$ cat src/rtl/b8b10enc.sv
// 8b/10b transmit encoder: valid/ready byte input, running-disparity tracking, K28.5 idle fill.
// Define OZ_SKP_INSERT_EN to force a K28.0 SKP symbol every SKP_INTERVAL emitted symbols.
module b8b10enc #(
  parameter logic [7:0]  IDLE_BYTE    = 8'hBC,
  parameter int unsigned SKP_INTERVAL = 16
) (
  input  logic       clk,
  input  logic       reset_n,
  input  logic       en_n,
  input  logic       enable_reverse,
  input  logic [7:0] txdata,
  input  logic       txdatak,
  input  logic       txvalid,
  output logic       txready,
  output logic [9:0] txout,
  output logic       txout_valid,
  output logic       txout_idle,
  output logic       rd_out,
  output logic       kerr
);

  localparam logic [7:0] K28_5 = 8'hBC;
  localparam logic [7:0] K28_0 = 8'h1C;

  // 5b/6b codes (abcdei) as sent from RD-.
  function automatic logic [5:0] code6(input logic [4:0] x);
    case (x)
      5'd0:  code6 = 6'b100111;  5'd1:  code6 = 6'b011101;
      5'd2:  code6 = 6'b101101;  5'd3:  code6 = 6'b110001;
      5'd4:  code6 = 6'b110101;  5'd5:  code6 = 6'b101001;
      5'd6:  code6 = 6'b011001;  5'd7:  code6 = 6'b111000;
      5'd8:  code6 = 6'b111001;  5'd9:  code6 = 6'b100101;
      5'd10: code6 = 6'b010101;  5'd11: code6 = 6'b110100;
      5'd12: code6 = 6'b001101;  5'd13: code6 = 6'b101100;
      5'd14: code6 = 6'b011100;  5'd15: code6 = 6'b010111;
      5'd16: code6 = 6'b011011;  5'd17: code6 = 6'b100011;
      5'd18: code6 = 6'b010011;  5'd19: code6 = 6'b110010;
      5'd20: code6 = 6'b001011;  5'd21: code6 = 6'b101010;
      5'd22: code6 = 6'b011010;  5'd23: code6 = 6'b111010;
      5'd24: code6 = 6'b110011;  5'd25: code6 = 6'b100110;
      5'd26: code6 = 6'b010110;  5'd27: code6 = 6'b110110;
      5'd28: code6 = 6'b001110;  5'd29: code6 = 6'b101110;
      5'd30: code6 = 6'b011110;  default: code6 = 6'b101011;
    endcase
  endfunction

  // 3b/4b codes (fghj) as sent when the 6b sub-block leaves RD-; y=7 is P7.
  function automatic logic [3:0] code4(input logic [2:0] y);
    case (y)
      3'd0: code4 = 4'b1011;  3'd1: code4 = 4'b1001;
      3'd2: code4 = 4'b0101;  3'd3: code4 = 4'b1100;
      3'd4: code4 = 4'b1101;  3'd5: code4 = 4'b1010;
      3'd6: code4 = 4'b0110;  default: code4 = 4'b1110;
    endcase
  endfunction

  logic       skp_slot;
  logic [7:0] sel_byte, enc_byte;
  logic       sel_k, sel_idle, bad_k;
  logic [4:0] x;
  logic [2:0] y;
  logic [5:0] c6_base, c6;
  logic [3:0] c4_base, c4;
  logic       unbal6, unbal4, rd6, flip4, rd_next;
  logic [9:0] sym, sym_rev;

`ifdef OZ_SKP_INSERT_EN
  logic [15:0] skp_cnt;

  assign skp_slot = (skp_cnt == 16'(SKP_INTERVAL - 1));

  always_ff @(posedge clk or negedge reset_n) begin
    if (!reset_n)  skp_cnt <= '0;
    else if (!en_n) skp_cnt <= skp_slot ? '0 : skp_cnt + 16'd1;
  end
`else
  assign skp_slot = 1'b0;
`endif

  assign txready = reset_n & ~en_n & ~skp_slot;

  // Pick what goes out this slot: SKP, accepted user data, or idle fill.
  always_comb begin
    // NOTE: every always_comb output gets a default first so no path infers a latch.
    sel_byte = IDLE_BYTE;
    sel_k    = 1'b1;
    sel_idle = 1'b1;
    if (skp_slot) begin
      sel_byte = K28_0;
    end else if (txvalid && txready) begin
      sel_byte = txdata;
      sel_k    = txdatak;
      sel_idle = 1'b0;
    end
    bad_k = sel_k && !((sel_byte[4:0] == 5'd28) ||
            ((sel_byte[7:5] == 3'd7) && ((sel_byte[4:0] == 5'd23) || (sel_byte[4:0] == 5'd27) ||
                                         (sel_byte[4:0] == 5'd29) || (sel_byte[4:0] == 5'd30))));
    enc_byte = bad_k ? K28_5 : sel_byte;
    x = enc_byte[4:0];
    y = enc_byte[7:5];
  end

  always_comb begin
    c6_base = (sel_k && (x == 5'd28)) ? 6'b001111 : code6(x);
    unbal6  = ($countones(c6_base) != 3);
    // D.7 is balanced but still alternates with disparity.
    c6      = (rd_out && (unbal6 || (x == 5'd7))) ? ~c6_base : c6_base;
    rd6     = rd_out ^ unbal6;

    // A7 avoids a run of five equal bits across the e/i - f/g boundary.
    if ((y == 3'd7) && (sel_k || (!rd6 && (c6[1:0] == 2'b11)) || (rd6 && (c6[1:0] == 2'b00))))
      c4_base = 4'b0111;
    else
      c4_base = code4(y);
    unbal4 = ($countones(c4_base) != 2);
    // K28 balanced 4b codes take the opposite polarity from their data counterparts.
    if (sel_k && !unbal4 && (y != 3'd3)) flip4 = !rd6;
    else                                 flip4 = rd6 && (unbal4 || (y == 3'd3));
    c4      = flip4 ? ~c4_base : c4_base;
    rd_next = rd6 ^ unbal4;

    sym = {c6, c4};
    for (int i = 0; i < 10; i++) sym_rev[i] = sym[9-i];
  end

  always_ff @(posedge clk or negedge reset_n) begin
    if (!reset_n) begin
      txout       <= '0;
      txout_valid <= 1'b0;
      txout_idle  <= 1'b0;
      rd_out      <= 1'b0;
      kerr        <= 1'b0;
    end else if (!en_n) begin
      // NOTE: registered state uses non-blocking assignments so all updates see pre-edge values.
      txout       <= enable_reverse ? sym_rev : sym;
      txout_valid <= 1'b1;
      txout_idle  <= sel_idle;
      rd_out      <= rd_next;
      kerr        <= bad_k;
    end else begin
      txout_valid <= 1'b0;
      txout_idle  <= 1'b0;
      kerr        <= 1'b0;
    end
  end

endmodule

$ cat config.mk
export PLATFORM = sky130hd
export DESIGN_NAME = b8b10enc
export DESIGN_NICKNAME = d
export VERILOG_FILES = /design/src/rtl/b8b10enc.sv
export SDC_FILE = /design/constraint.sdc
export NUM_CORES = 1
export LEC_CHECK = 0
export ABC_AREA = 1
export BUFFER_PORTS_ARGS = -buffer_cell sky130_fd_sc_hd__buf_4
export CORE_UTILIZATION = 45
export CTS_CLUSTER_SIZE = 16
export DETAILED_ROUTE_END_ITERATION = 10
export GPL_TIMING_DRIVEN = 0
export PLACE_DENSITY = 0.65
export SYNTH_ARGS = -nofsm -noshare
export SYNTH_HDL_FRONTEND = slang
export SYNTH_SLANG_ARGS = --single-unit
$ cat constraint.sdc
create_clock -name clk -period 4.5 [get_ports clk]
set_input_delay 0.45 -clock clk [delete_from_list [all_inputs] [get_ports clk]]
set_output_delay 0.45 -clock clk [all_outputs]
set_load 0.01 [all_outputs]
Word level (Yosys, flattened, before mapping)
Memories as Yosys holds them, arrays and structs flattened.
Index checks and enable logic that the tools add are counted.

word-level totals
  flip-flop bits (word level) = 14
  memory bits (read-only) = 192
  output and inout port bits = 15
  memories kept = 1

operators by class
  $add $sub $neg = 8
  eq/ne operators = 19
  mux-type cells = 14
  bitwise operators = 6
  reductions and logical operators = 24

memories
  name              depth  width  read ports  clocked after memory_dff  wr ports  RTL line  source
  (name not given)  32     6      1           0                         0         27        case (x)

operators with widths
  cell                count
  $eq 5x5->1 const B  6
  $pmux 4 s7          1
  $mux 8              2
  $eq 3x3->1 const B  5
  $mux 6              2
  $logic_and 1x1->1   11
  $add 1x1->2         5
  $mux 10             1
  $logic_or 1x1->1    8
  $mux 4              2
  $add 2x2->3         2
  $eq 3x2->1 const B  2
  $mux 1              6
  $ne 3x2->1 const B  2
  $not 6->6           1
  $eq 5x3->1 const B  1
  $add 3x2->4         1
  $ne 4x2->1 const B  1
  $not 4->4           1
  $eq 3x1->1 const B  1
  $logic_not 1->1     3
  $logic_not 3->1     1
  $eq 2x2->1 const B  1
  $logic_not 2->1     1
  3 further kinds     4

Depth between registers and ports, before layout
  depth after elaboration = 38
  depth in mapped cells = 49
  depth with buffers taken out = 49

Least setup slack after synthesis
Ideal clock, no wire load.

  path kind = input port to flip-flop
  from = input port en_n
  to = register txout[6]
  library setup time = 0.116 ns
  arrival time = 6.837 ns
  path slack = -2.453 ns
  cell stages on the path = 41
  path through = inv_2 > nand3_4 > nor2_1 > inv_1 > nand2_4 > nand2_1 > nor2_1 > ha_1 > inv_1 > o311ai_0 > inv_1 > a21oi_2 > nand2_2 > fa_1 > fa_1 > ha_1 > inv_1 > fa_1 > (+5 left out) > nor2_1 > nand2_1 > nand3_2 > nand2_2 > nand2_2 > fa_1 > ha_1 > ha_1 > nor3b_1 > nand2_1 > inv_1 > nand3_1 > o21ai_2 > inv_1 > nand3_1 > nand3_1 > nand2_1 > nand2_1

on the way
  longest elaborated chain between the ends = 38
  elaborated cells on any way between the ends = 67
  those cells by class = add/sub: 8; eq/ne: 19; mux: 10; bitwise: 5; reduce/logical: 24; memory: 1

ends and longest elaborated chain
  what                                             RTL line  source
  from (decl)                                      9         input logic en_n,
  branches (longest 38 deep; another with $mux 8)  n/a
  to (signal assigned)                             135       txout <= enable_reverse ? sym_rev : sym;
  to (decl)                                        15        output logic [9:0] txout,

Several ways; the timed one is not identified.
A chain may end at the register's enable or synchronous reset.

Worst setup path after layout
  from = input port en_n
  to = register txout[1]

Same word-level chain as after synthesis.

==> flow_metrics.tcl <==
set metrics [dict create \
    dp_hpwl_um 3240 \
    core_um2 3440 \
    setup_viol 11 \
    end_kind "flip-flop" \
    p_per_area_nw_per_um2 287 \
    wire_per_inst_um 13.0 \
    nNetsFinal 351 \
    peakVddDrop_mv 0.139 \
    synth_common_cells "nand2_1, inv_1, nand3_1, nor2_1, dfrtp_1" \
    crit_required_ns 4.63 \
    ioPinCount 29 \
    status "finished with violations" \
    synth_seq_area_share 0.211 \
    cts_buffers 3 \
    path_clk_slew_ns 0.06 \
    drt_pre_antenna_iters 4 \
    setup_slack_ns -2.13 \
    synth_cells 258 \
    synth_most_common_cell "nand2_1" \
    root_buffer "clkbuf_8" \
    cp_num_buf_inv 7 \
    antenna-diode-count 0 \
    ys_ff_latch 14 \
    r2r-start "rd_out" \
    tns_ns -18.81 \
    clock_sinks 14 \
    clock_path_buffers 2 \
    num_rows 21 \
    power_leakage_nw 1.28 \
    path_max_fanout 5 \
    finalHoldViolCount 0 \
    grt_first_pass_wirelength_um 7930 \
    worstMarginPinSlew_ns 0.674 \
    cts_tree "done" \
    fp.dieW_um 62.8 \
    grt_max_degree 15 \
    slowest_delay_ns 0.50 \
    area_growth_pct 54.3 \
    clock-skew-final_ns 0.00400 \
    synth_warnings 0 \
    fin_crit_ns 6.63 \
    fin_crit_sh 1.47 \
    ys.flop_type "dfrtp_1" \
    antenna_found_initial 0 \
    cpMostUsedCell "nand2_1" \
    insertion_delay_ns 0.25 \
    ys_types 34 \
    yosys-top-cells-area "dfrtp_1, nand2_1, ha_1" \
    antenna_left 0 \
    fmax_mhz 151 \
    avgSynthCellArea_um2 6.45 \
    slew_violations 0 \
    cp_top_family "adder cells" \
    die_h_um 62.8 \
    synth_edf_count 0 \
    first_iter_violations 77 \
    vias 1881 \
    violations "negative setup slack" \
    synth_area_um2 1660 \
    cp-start-kind "input pin" \
    synth_nets 287 \
    overflow 0 \
    arrival_ns 6.76 \
    yosysTopAreaCellShare 0.211 \
    gp_congestion 0.845 \
    crit_slowest_cell "fa_1" \
    r2r_cells 21 \
    drive_above_1_share 0.427 \
    relSlewSlack 0.547 \
    maxCapViolCount 0 \
    synth_area_leader_cell "dfrtp_1" \
    via_per_inst 5.13 \
    grt_pass1_vias 1827 \
    ys_async_sr_fraction 1.00 \
    dieArea_um2 3940 \
    dp_slack_ns -2.83 \
    ff2ff_setup_slack_ns 1.17 \
    rsz0062_at_grt "true" \
    grt_usage 0.252 \
    nFillCells 283 \
    totalWireLength_um 4760 \
    portBuffers 28 \
    r2r-end "txout[1]" \
    setup.worst_path.class "input pin to flip-flop" \
    start_util 0.483 \
    cts-htree-levels 1 \
    drc 0 \
    hold_class "input pin to async pin" \
]
-- cell usage in the layout (no fill, tap or decap), drive strengths merged, types with 2 or more instances in the layout --
master	synthesis	layout
clkinv	2	2
nor3	3	3
o21ai	15	15
dfrtp	14	14
a21oi	8	8
xnor2	2	2
nand4	4	4
nor2	23	23
clkbuf	3	7
fa	4	4
buf	0	59
nand2	88	88
ha	11	11
inv	39	39
o211ai	5	5
xor2	4	4
or2	2	2
nand3	26	26
-- timing repair --
action / CTS / global route
endpoints found under the setup margin: 11 / 11
hold buffers: 0 / 0
pin swaps: 33 / 30
cloned: 0 / 0
gates resized for setup: 44 / 9
buffers inserted: 21 / 10
-- worst reg2reg max path, cell delays in order (launching register included) --
cell	delay (ns)
dfrtp_1	0.43
inv_1	0.13
xor2_2	0.19
inv_2	0.11
nor2_1	0.11
nand2_1	0.07
nand3_2	0.10
nand2_4	0.09
nand2_4	0.09
inv_2	0.04
fa_1	0.45
ha_2	0.21
ha_4	0.25
nor3b_4	0.18
nand2_1	0.08
inv_2	0.10
nand3_4	0.08
o21ai_4	0.12
xnor2_2	0.18
nand2_1	0.07
nand3_1	0.07
nand2_1	0.06
-- metal layers --
metal | track usage | share of wire
met4 | 0.0872 | 0.018
met5 | 0 | 0
met1 | 0.309 | 0.45
met2 | 0.452 | 0.50
met3 | 0.0292 | 0.029
-- final cells by class --
class | count | area [um2] | share of cell area
tap | 46 | 57.6 | 0.0224
clock buffer | 4 | 55.1 | 0.0215
timing repair buffer | 59 | 483 | 0.188
inverter | 41 | 179 | 0.0697
buffer | 3 | 11.3 | 0.00439
sequential | 14 | 350 | 0.137
multi-input combinational | 200 | 1430 | 0.557
-- per-stage QoR --
stage / power (W) / utilization / area, um2 / std cells / hold slack [ns]
after floorplan: 0.000388 / - / 1790 / 258 / 0.154
after global placement: 0.000491 / 0.597 / 2060 / 332 / 0.333
after detailed placement: 0.000493 / 0.597 / 2060 / 332 / 0.334
after CTS: 0.000699 / 0.708 / 2440 / 357 / 0.147
after global routing: 0.000793 / 0.746 / 2570 / 367 / 0.153
final: 0.000737 / 0.746 / 2570 / 367 / 0.139
-- where the power goes --
part	switching (W)	internal (W)
Clock	0.0000469	0.0000776
Combinational	0.000237	0.000200
Sequential	0.0000183	0.000156
-- cells by family after synthesis --
kind of cell | count (synthesis) | share of synthesized area
and+or+nand+nor | 147 | 0.412
buffers and inverters | 44 | 0.0993
adders and majority gates | 15 | 0.131
DFF | 14 | 0.211
xor gates and xnor gates | 6 | 0.0316
AOI/OAI and AO/OA | 32 | 0.116
-- registers in the layout (all words and copies together) (netlist names) --
register	flops
rd_out	1
txout	10
txout_valid	1
txout_idle	1
kerr	1
-- worst max-delay path by stage --
stage,slack (ns),start,endpoint,depth (start not counted)
after floorplan,-1.94,en_n,txout[6],46
after detailed placement,-2.83,reset_n,txout[1],42
after global routing,-2.52,en_n,txout[8],46
after CTS,-2.09,en_n,txout[1],43
final,-2.13,en_n,txout[1],42
after global placement,-2.86,reset_n,txout[1],42
No activity file was read; power rests on OpenSTA's default activity.
